[config.mk]
export PLATFORM = sky130hd
export DESIGN_NAME = access_code_entry
export DESIGN_NICKNAME = d
export VERILOG_FILES = /design/src/rtl/access_code_entry.sv
export SDC_FILE = /design/constraint.sdc
export NUM_CORES = 1
export LEC_CHECK = 0
export ABC_CLOCK_PERIOD_IN_PS = 1730
export CAP_MARGIN = 0
export CORE_MARGIN = 2
export CORE_UTILIZATION = 53
export CTS_BUF_LIST = sky130_fd_sc_hd__clkbuf_8
export CTS_CLUSTER_DIAMETER = 50
export DETAILED_ROUTE_END_ITERATION = 12
export MAX_ROUTING_LAYER = met4
export PLACE_DENSITY = 0.81
export SYNTH_ARGS = -nofsm -noshare
export SYNTH_HDL_FRONTEND = slang
export SYNTH_SLANG_ARGS = --single-unit
[constraint.sdc]
create_clock -name clk -period 1.73 [get_ports clk]
set_input_delay 0.173 -clock clk [delete_from_list [all_inputs] [get_ports clk]]
set_output_delay 0.173 -clock clk [all_outputs]
set_load 0.005 [all_outputs]
[src/rtl/access_code_entry.sv]
// Keypad front end: collects three BCD digits, presents the submitted code to the
// security core for a fixed window, and locks the keypad after repeated rejections.
module access_code_entry #(
    parameter int TIMEOUT     = 16,
    parameter int HOLD_CYCLES = 8,
    parameter int MAX_FAIL    = 3,
    parameter int LOCK_CYCLES = 32
) (
    input  logic        clk,
    input  logic        rst,
    input  logic        key_valid,
    input  logic [3:0]  key_digit,
    input  logic        key_clear,
    input  logic        key_enter,
    input  logic        door,
    output logic [11:0] access_code,
    output logic        code_valid,
    output logic [1:0]  digit_count,
    output logic        entry_error,
    output logic        lockout
);

    localparam int TW = $clog2(TIMEOUT + 1);
    localparam int HW = $clog2(HOLD_CYCLES + 1);
    localparam int LW = $clog2(LOCK_CYCLES + 1);
    localparam int FW = $clog2(MAX_FAIL + 1);

    typedef enum logic [1:0] {IDLE, ENTRY, HOLD, LOCKOUT} state_t;

    state_t        state_q, state_d;
    logic [11:0]   buf_q, buf_d;
    logic [1:0]    cnt_q, cnt_d;
    logic [TW-1:0] tmo_q, tmo_d;
    logic [HW-1:0] hold_q, hold_d;
    logic [LW-1:0] lock_q, lock_d;
    logic [FW-1:0] fail_q, fail_d;
    logic [11:0]   code_q, code_d;
    logic          valid_q, valid_d;
    logic          err_q, err_d;
    logic          lockout_q, lockout_d;

    always_ff @(posedge clk or posedge rst) begin
        if (rst) begin
            state_q   <= IDLE;
            buf_q     <= '0;
            cnt_q     <= '0;
            tmo_q     <= '0;
            hold_q    <= '0;
            lock_q    <= '0;
            fail_q    <= '0;
            code_q    <= '0;
            valid_q   <= 1'b0;
            err_q     <= 1'b0;
            lockout_q <= 1'b0;
        end else begin
            state_q   <= state_d;
            buf_q     <= buf_d;
            cnt_q     <= cnt_d;
            tmo_q     <= tmo_d;
            hold_q    <= hold_d;
            lock_q    <= lock_d;
            fail_q    <= fail_d;
            code_q    <= code_d;
            valid_q   <= valid_d;
            err_q     <= err_d;
            lockout_q <= lockout_d;
        end
    end

    // Outputs are registered as the value the next state will present.
    always_comb begin
        state_d   = state_q;
        buf_d     = buf_q;
        cnt_d     = cnt_q;
        tmo_d     = tmo_q;
        hold_d    = hold_q;
        lock_d    = lock_q;
        fail_d    = fail_q;
        code_d    = '0;
        valid_d   = 1'b0;
        err_d     = 1'b0;
        lockout_d = 1'b0;
        case (state_q)
            IDLE, ENTRY: begin
                if (key_clear) begin
                    buf_d   = '0;
                    cnt_d   = '0;
                    tmo_d   = '0;
                    state_d = IDLE;
                end else if (key_enter) begin
                    buf_d = '0;
                    cnt_d = '0;
                    tmo_d = '0;
                    if (cnt_q == 2'd3) begin
                        code_d  = buf_q;
                        valid_d = 1'b1;
                        hold_d  = '0;
                        state_d = HOLD;
                    end else begin
                        err_d   = 1'b1;
                        state_d = IDLE;
                    end
                end else if (key_valid) begin
                    tmo_d = '0;
                    if (key_digit <= 4'd9 && cnt_q != 2'd3) begin
                        buf_d   = {buf_q[7:0], key_digit};
                        cnt_d   = cnt_q + 2'd1;
                        state_d = ENTRY;
                    end else begin
                        err_d = 1'b1;
                    end
                end else if (state_q == ENTRY) begin
                    if (tmo_q == TW'(TIMEOUT - 1)) begin
                        buf_d   = '0;
                        cnt_d   = '0;
                        tmo_d   = '0;
                        state_d = IDLE;
                    end else begin
                        tmo_d = tmo_q + 1'b1;
                    end
                end
            end
            HOLD: begin
                // The core's verdict is taken once, on the first cycle of the window.
                if (hold_q == '0) begin
                    fail_d = door ? '0 : fail_q + 1'b1;
                end
                if (hold_q == HW'(HOLD_CYCLES - 1)) begin
                    hold_d = '0;
                    if (fail_d >= FW'(MAX_FAIL)) begin
                        fail_d    = '0;
                        lock_d    = '0;
                        lockout_d = 1'b1;
                        state_d   = LOCKOUT;
                    end else begin
                        state_d = IDLE;
                    end
                end else begin
                    hold_d  = hold_q + 1'b1;
                    code_d  = code_q;
                    valid_d = 1'b1;
                end
            end
            LOCKOUT: begin
                if (lock_q == LW'(LOCK_CYCLES - 1)) begin
                    lock_d  = '0;
                    state_d = IDLE;
                end else begin
                    lock_d    = lock_q + 1'b1;
                    lockout_d = 1'b1;
                end
            end
            default: state_d = IDLE;
        endcase
    end

    assign access_code = code_q;
    assign code_valid  = valid_q;
    assign digit_count = cnt_q;
    assign entry_error = err_q;
    assign lockout     = lockout_q;

endmodule
Yosys cells after proc, flatten, opt, wreduce, memory -nomap -nowiden
Cells that the tools add are included.
{ "classes": {"add_sub_neg": 5, "n_mul": 0, "div": 0, "order_cmp": 2, "n_eq_ne": 18, "shifts": 0, "muxes": 60, "bitwise": 0, "reduce_logical": 13} }
{ "op_table": {"columns": ["operator", "n"], "rows": [
  ["$mux W12", 10],
  ["$mux W2", 19],
  ["$mux W5", 5],
  ["$pmux W12 S2", 1],
  ["$mux W6", 3],
  ["$mux W4", 4],
  ["$ne A5 B5 Y1 const B", 3],
  ["$ne A2 B2 Y1 const B", 7],
  ["$mux W1", 13],
  ["$pmux W6 S2", 1],
  ["$pmux W4 S2", 1],
  ["$reduce_and A4 Y1", 2],
  ["$reduce_bool A4 Y1", 2],
  ["$add A6 B1 Y6 const B", 1],
  ["$eq A2 B2 Y1 const B", 3],
  ["$eq A6 B5 Y1 const B", 1],
  ["$pmux W2 S3", 1],
  ["$add A5 B1 Y5 const B", 1],
  ["$eq A5 B4 Y1 const B", 1],
  ["$reduce_and A5 Y1", 1],
  ["$add A2 B1 Y2 const B", 2],
  ["$add A4 B1 Y4 const B", 1],
  ["$eq A4 B3 Y1 const B", 1],
  ["$le A4 B4 Y1 const B", 1],
  ["other kinds (11)", 13]
]} }
{ "word_totals": {"reg_bits": 48, "latchBits": 0, "ram_bits": 0, "romBits": 0, "in_bits": 10, "output_inout_bits": 17, "wordCells": 109, "mem_count": 0} }

Longest topological paths before layout
{ "logic_depth": {"depth_word": 8, "ltp_mapped": 5, "ltp_nobuf": 5} }

Worst setup path after synthesis
No wires, ideal clock.
{ "synth_path": {"path_type": "reg2reg", "from": "reg hold_q[0]", "to": "reg state_q[1]", "setup_ps": 126, "arrival_time_ps": 1699, "required_ps": 1604, "setup_slack_ps": -96, "path_stages_with_launch": 6, "path_buffers": 0, "synth_period_minus_slack_ps": 1826, "cell_sequence": "dfrtp_1 -> inv_1 -> ha_1 -> nor3b_1 -> mux2_2 -> a311o_1"} }
{ "synth_between": {"elab_chain_len": 7, "word_cells_on_any_way": 10} }
{ "synth_lines": {"columns": ["item", "line_no", "text"], "rows": [
  ["from (decl)", "34", "logic [HW-1:0] hold_q, hold_d;"],
  ["from (signal assigned)", "60", "hold_q <= hold_d;"],
  ["$logic_not A4 Y1", "125", "if (hold_q == '0) begin"],
  ["$mux W2", "125", null],
  ["$mux W2", "83", "case (state_q)"],
  ["$ge A2 B2 Y1", "130", "if (fail_d >= FW'(MAX_FAIL)) begin"],
  ["$mux W2", "130", null],
  ["$mux W2", "128", "if (hold_q == HW'(HOLD_CYCLES - 1)) begin"],
  ["$pmux W2 S3", "83", null],
  ["to (signal assigned)", "56", "state_q <= state_d;"],
  ["to (decl)", "30", "state_t state_q, state_d;"]
]} }
Several ways; a longest one is shown, not always the timed one. The select of a mux whose other input is x is not followed.
A chain may end at the register's enable or synchronous reset.

Worst setup path after layout
Ends and elaborated chain as after synthesis.

==> out/summary.txt <==
Status: finished clean
Crit end category: flip-flop
Port bufs: 26
GPL Wtd Cong: 0.8994
Crit share post-route: 0.9698
Most common cell after layout, fill and taps aside: dfrtp_1
Number of remaining DRC errors: 0
Seq cells post-synth: 48
Ys async rst share: 1.000
Worst reg-to-reg path cell count: 5
Pwr per Cell Area: 635.2 nW/um^2
Chip width: 72.92 um
Total track usage: 0.2435
Setup Skew: 3.714 ps
EDFF count, synth: 0
CTS sink cnt: 48
First-pass GRT wire length: 9.701 mm
Cell count along the critical path: 5
Vias/cell: 6.309
Initial cell density of the core: 0.5401
Worst path bufs/invs: 1
Achievable Freq: 596.0 MHz
Mapped Nets: 258
Post-Syn Instances: 243
Hold crit path type: in -> async
Most frequent cells in the layout: 48 x dfrtp_1, 37 x o21ai_0, 26 x clkdlybuf4s50_1
Worst vdd ir: 0.3690 mV
Yosys warns: 0
Worst Path Class, Setup: reg -> reg
DR vias: 2126
Post-detail-place hpwl: 4.089 mm
Initial antenna violation count: 0
Synth cell types: 52
Fillers: 379
TritonCTS Buffers: 5
Sequential share of the synthesized area: 0.4771
Post-Route WL: 5.809 mm
CP max FO: 3
Clk buf depth: 2
Largest net degree at the start of global routing: 34
CTS tree: yes
Row count: 25
Grt ovf: 0
Net Sw Frac: 0.2407
Clk Tree Root Cell: clkbuf_8
Die footprint: 5317 um^2
Top_reg_cell synth: dfrtp_1
Psw: 0.4681 mW
CP cell instances: inv_2 > ha_2 > nor3b_4 > mux2_4 > a311o_1
Final hold violation count: 0
Worst-Skew Late Latency: 300 ps
Slew HR: 0.6582
# diodes: 0
WL/cell: 17.24 um
Share of post-route cells with drive strength above 1: 0.1590
Final nets: 298
Cts hold-fix bufs: 0
Period minus WS final: 1678 ps
Synthesized area: 2517 um^2
Tot Pwr: 1.945 mW
Clock slew at reported path FFs: 80 ps
Core box area: 4661 um^2
Slew Viols, Final: 0
Worst EP required: 1910 ps
Slew @ Worst Pin: 506.0 ps
Syn Area/Cell: 10.36 um^2
Fin Setup TNS: 0 ps
Post-route ant nets: 0
Final setup violation count: 0
Num ports: 27
Clock power share: 0.322
CP arrival: 1850 ps
Crit path largest cell delay: 420 ps
Drt pass-1 iters: 4
Initial DRC count: 59
Area grow syn2layout: 21.62%
Die Height: 72.92 um
Gate power share: 0.092
P_leak: 1.312 nW
Max_cap viols: 0
Worst setup SP type: flip-flop
Critical Path Slowest Stage Cell: dfrtp_1
Reg power frac: 0.587
Delay-heaviest family, CP: flip-flops
Vias in the first global route: 2094
Fin Hold WS: 162.9 ps
Int Power: 1.477 mW
Max H-tree Level: 2
[power groups by stage]
stage	combinational [mW]	clock (mW)	sequential [mW]
finish	0.178	0.626	1.14
global route	0.197	0.687	1.14
detailed placement	0.177	0	1.16
floorplan	0.0920	0	1.16
global placement	0.173	0	1.16
CTS	0.178	0.650	1.14
[layer usage]
metal	wire, um	share of wire	global-route usage
met4	57	0.0098	0.08848
met1	2604	0.45	0.2980
met5	0	0	-
met2	2963	0.51	0.4020
met3	184	0.032	0.04696
[through the flow]
step	area (um^2)	setup slack [ps]	cells	utilization
floorplan	2522	58.92	243	-
global placement	2964	58.68	329	0.6360
detailed placement	2964	-15.53	329	0.6360
CTS	3042	3.054	336	0.6526
global route	3062	-23.64	337	0.6569
finish	3062	52.27	337	0.6569
[area by class of cell]
cell class | instances | area (um^2) | area share
inverter | 6 | 22.52 | 0.007356
tap | 54 | 67.56 | 0.02207
clock buffer | 5 | 68.82 | 0.02248
clock inverter | 2 | 8.758 | 0.002861
sequential | 48 | 1201 | 0.3923
multi-input combinational | 171 | 1232 | 0.4025
timing repair buffer | 51 | 460.4 | 0.1504
[timing repair]
item,in CTS,in global routing
resized for setup,1,4
cloned,0,0
setup buffers,0,1
endpoints found under the setup margin,1,1
[Yosys cell counts (2+ instances only)]
master	count	area, um^2
a211o_1	2	17.52
a221o_1	2	20.02
a22o_1	15	131.4
a32o_1	2	20.02
a32oi_1	11	96.34
a41oi_1	5	43.79
and2_1	4	25.02
and3_1	3	18.77
buf_1	3	11.26
buf_2	8	40.04
clkbuf_1	6	22.52
dfrtp_1	48	1201
ha_1	5	62.56
inv_1	6	22.52
mux2_2	2	22.52
mux2i_1	2	20.02
nand2_1	11	41.29
nand2b_1	6	37.54
nand3_1	4	20.02
nand4_1	2	12.51
nor2_1	4	15.01
nor2b_1	8	50.05
nor3_1	5	25.02
nor3b_1	2	15.01
nor4_1	2	12.51
nor4b_1	10	87.58
nor4bb_1	2	20.02
o21a_1	2	15.01
o21ai_0	37	185.2
or2_2	2	12.51
[registers in the layout, indices dropped and copies added, names as in the netlist]
register / cells
code_valid: 1
state_q: 2
lock_q: 6
digit_count: 2
tmo_q: 5
lockout: 1
fail_q: 2
buf_q: 12
access_code: 12
hold_q: 4
entry_error: 1
[final timing paths]
path / to / from / slack [ps]
hold / removal: fail_q[0] / rst / 160
setup / recovery: state_q[1] / hold_q[0] / 50
hold reg to reg: access_code[1] / access_code[1] / 510
max in group asynchronous: tmo_q[0] / rst / 1070
min in group clk: access_code[1] / access_code[1] / 510
setup reg to reg: state_q[1] / hold_q[0] / 50
[cell families (layout without fill, tap and decap cells)]
group	after synthesis	count (layout)	share of synthesized area
AND/OR/NAND/NOR	74	74	0.1889
multiplexers	4	4	0.01690
AO/OA/AOI/OAI	88	88	0.2495
flip-flops	48	48	0.4771
adder cells (fa/ha/maj)	5	5	0.02485
buffers and inverters	24	64	0.04274
[worst reg2reg max path, delay by kind of cell (launching register included)]
family	cells	cell delay, ps
buffers and inverters	1	70
DFF	1	420
muxes	1	320
and+or+nand+nor	1	210
adders and majority gates	1	170
AOI/OAI and AO/OA	1	370
No activity file was read; power rests on OpenSTA's default activity.
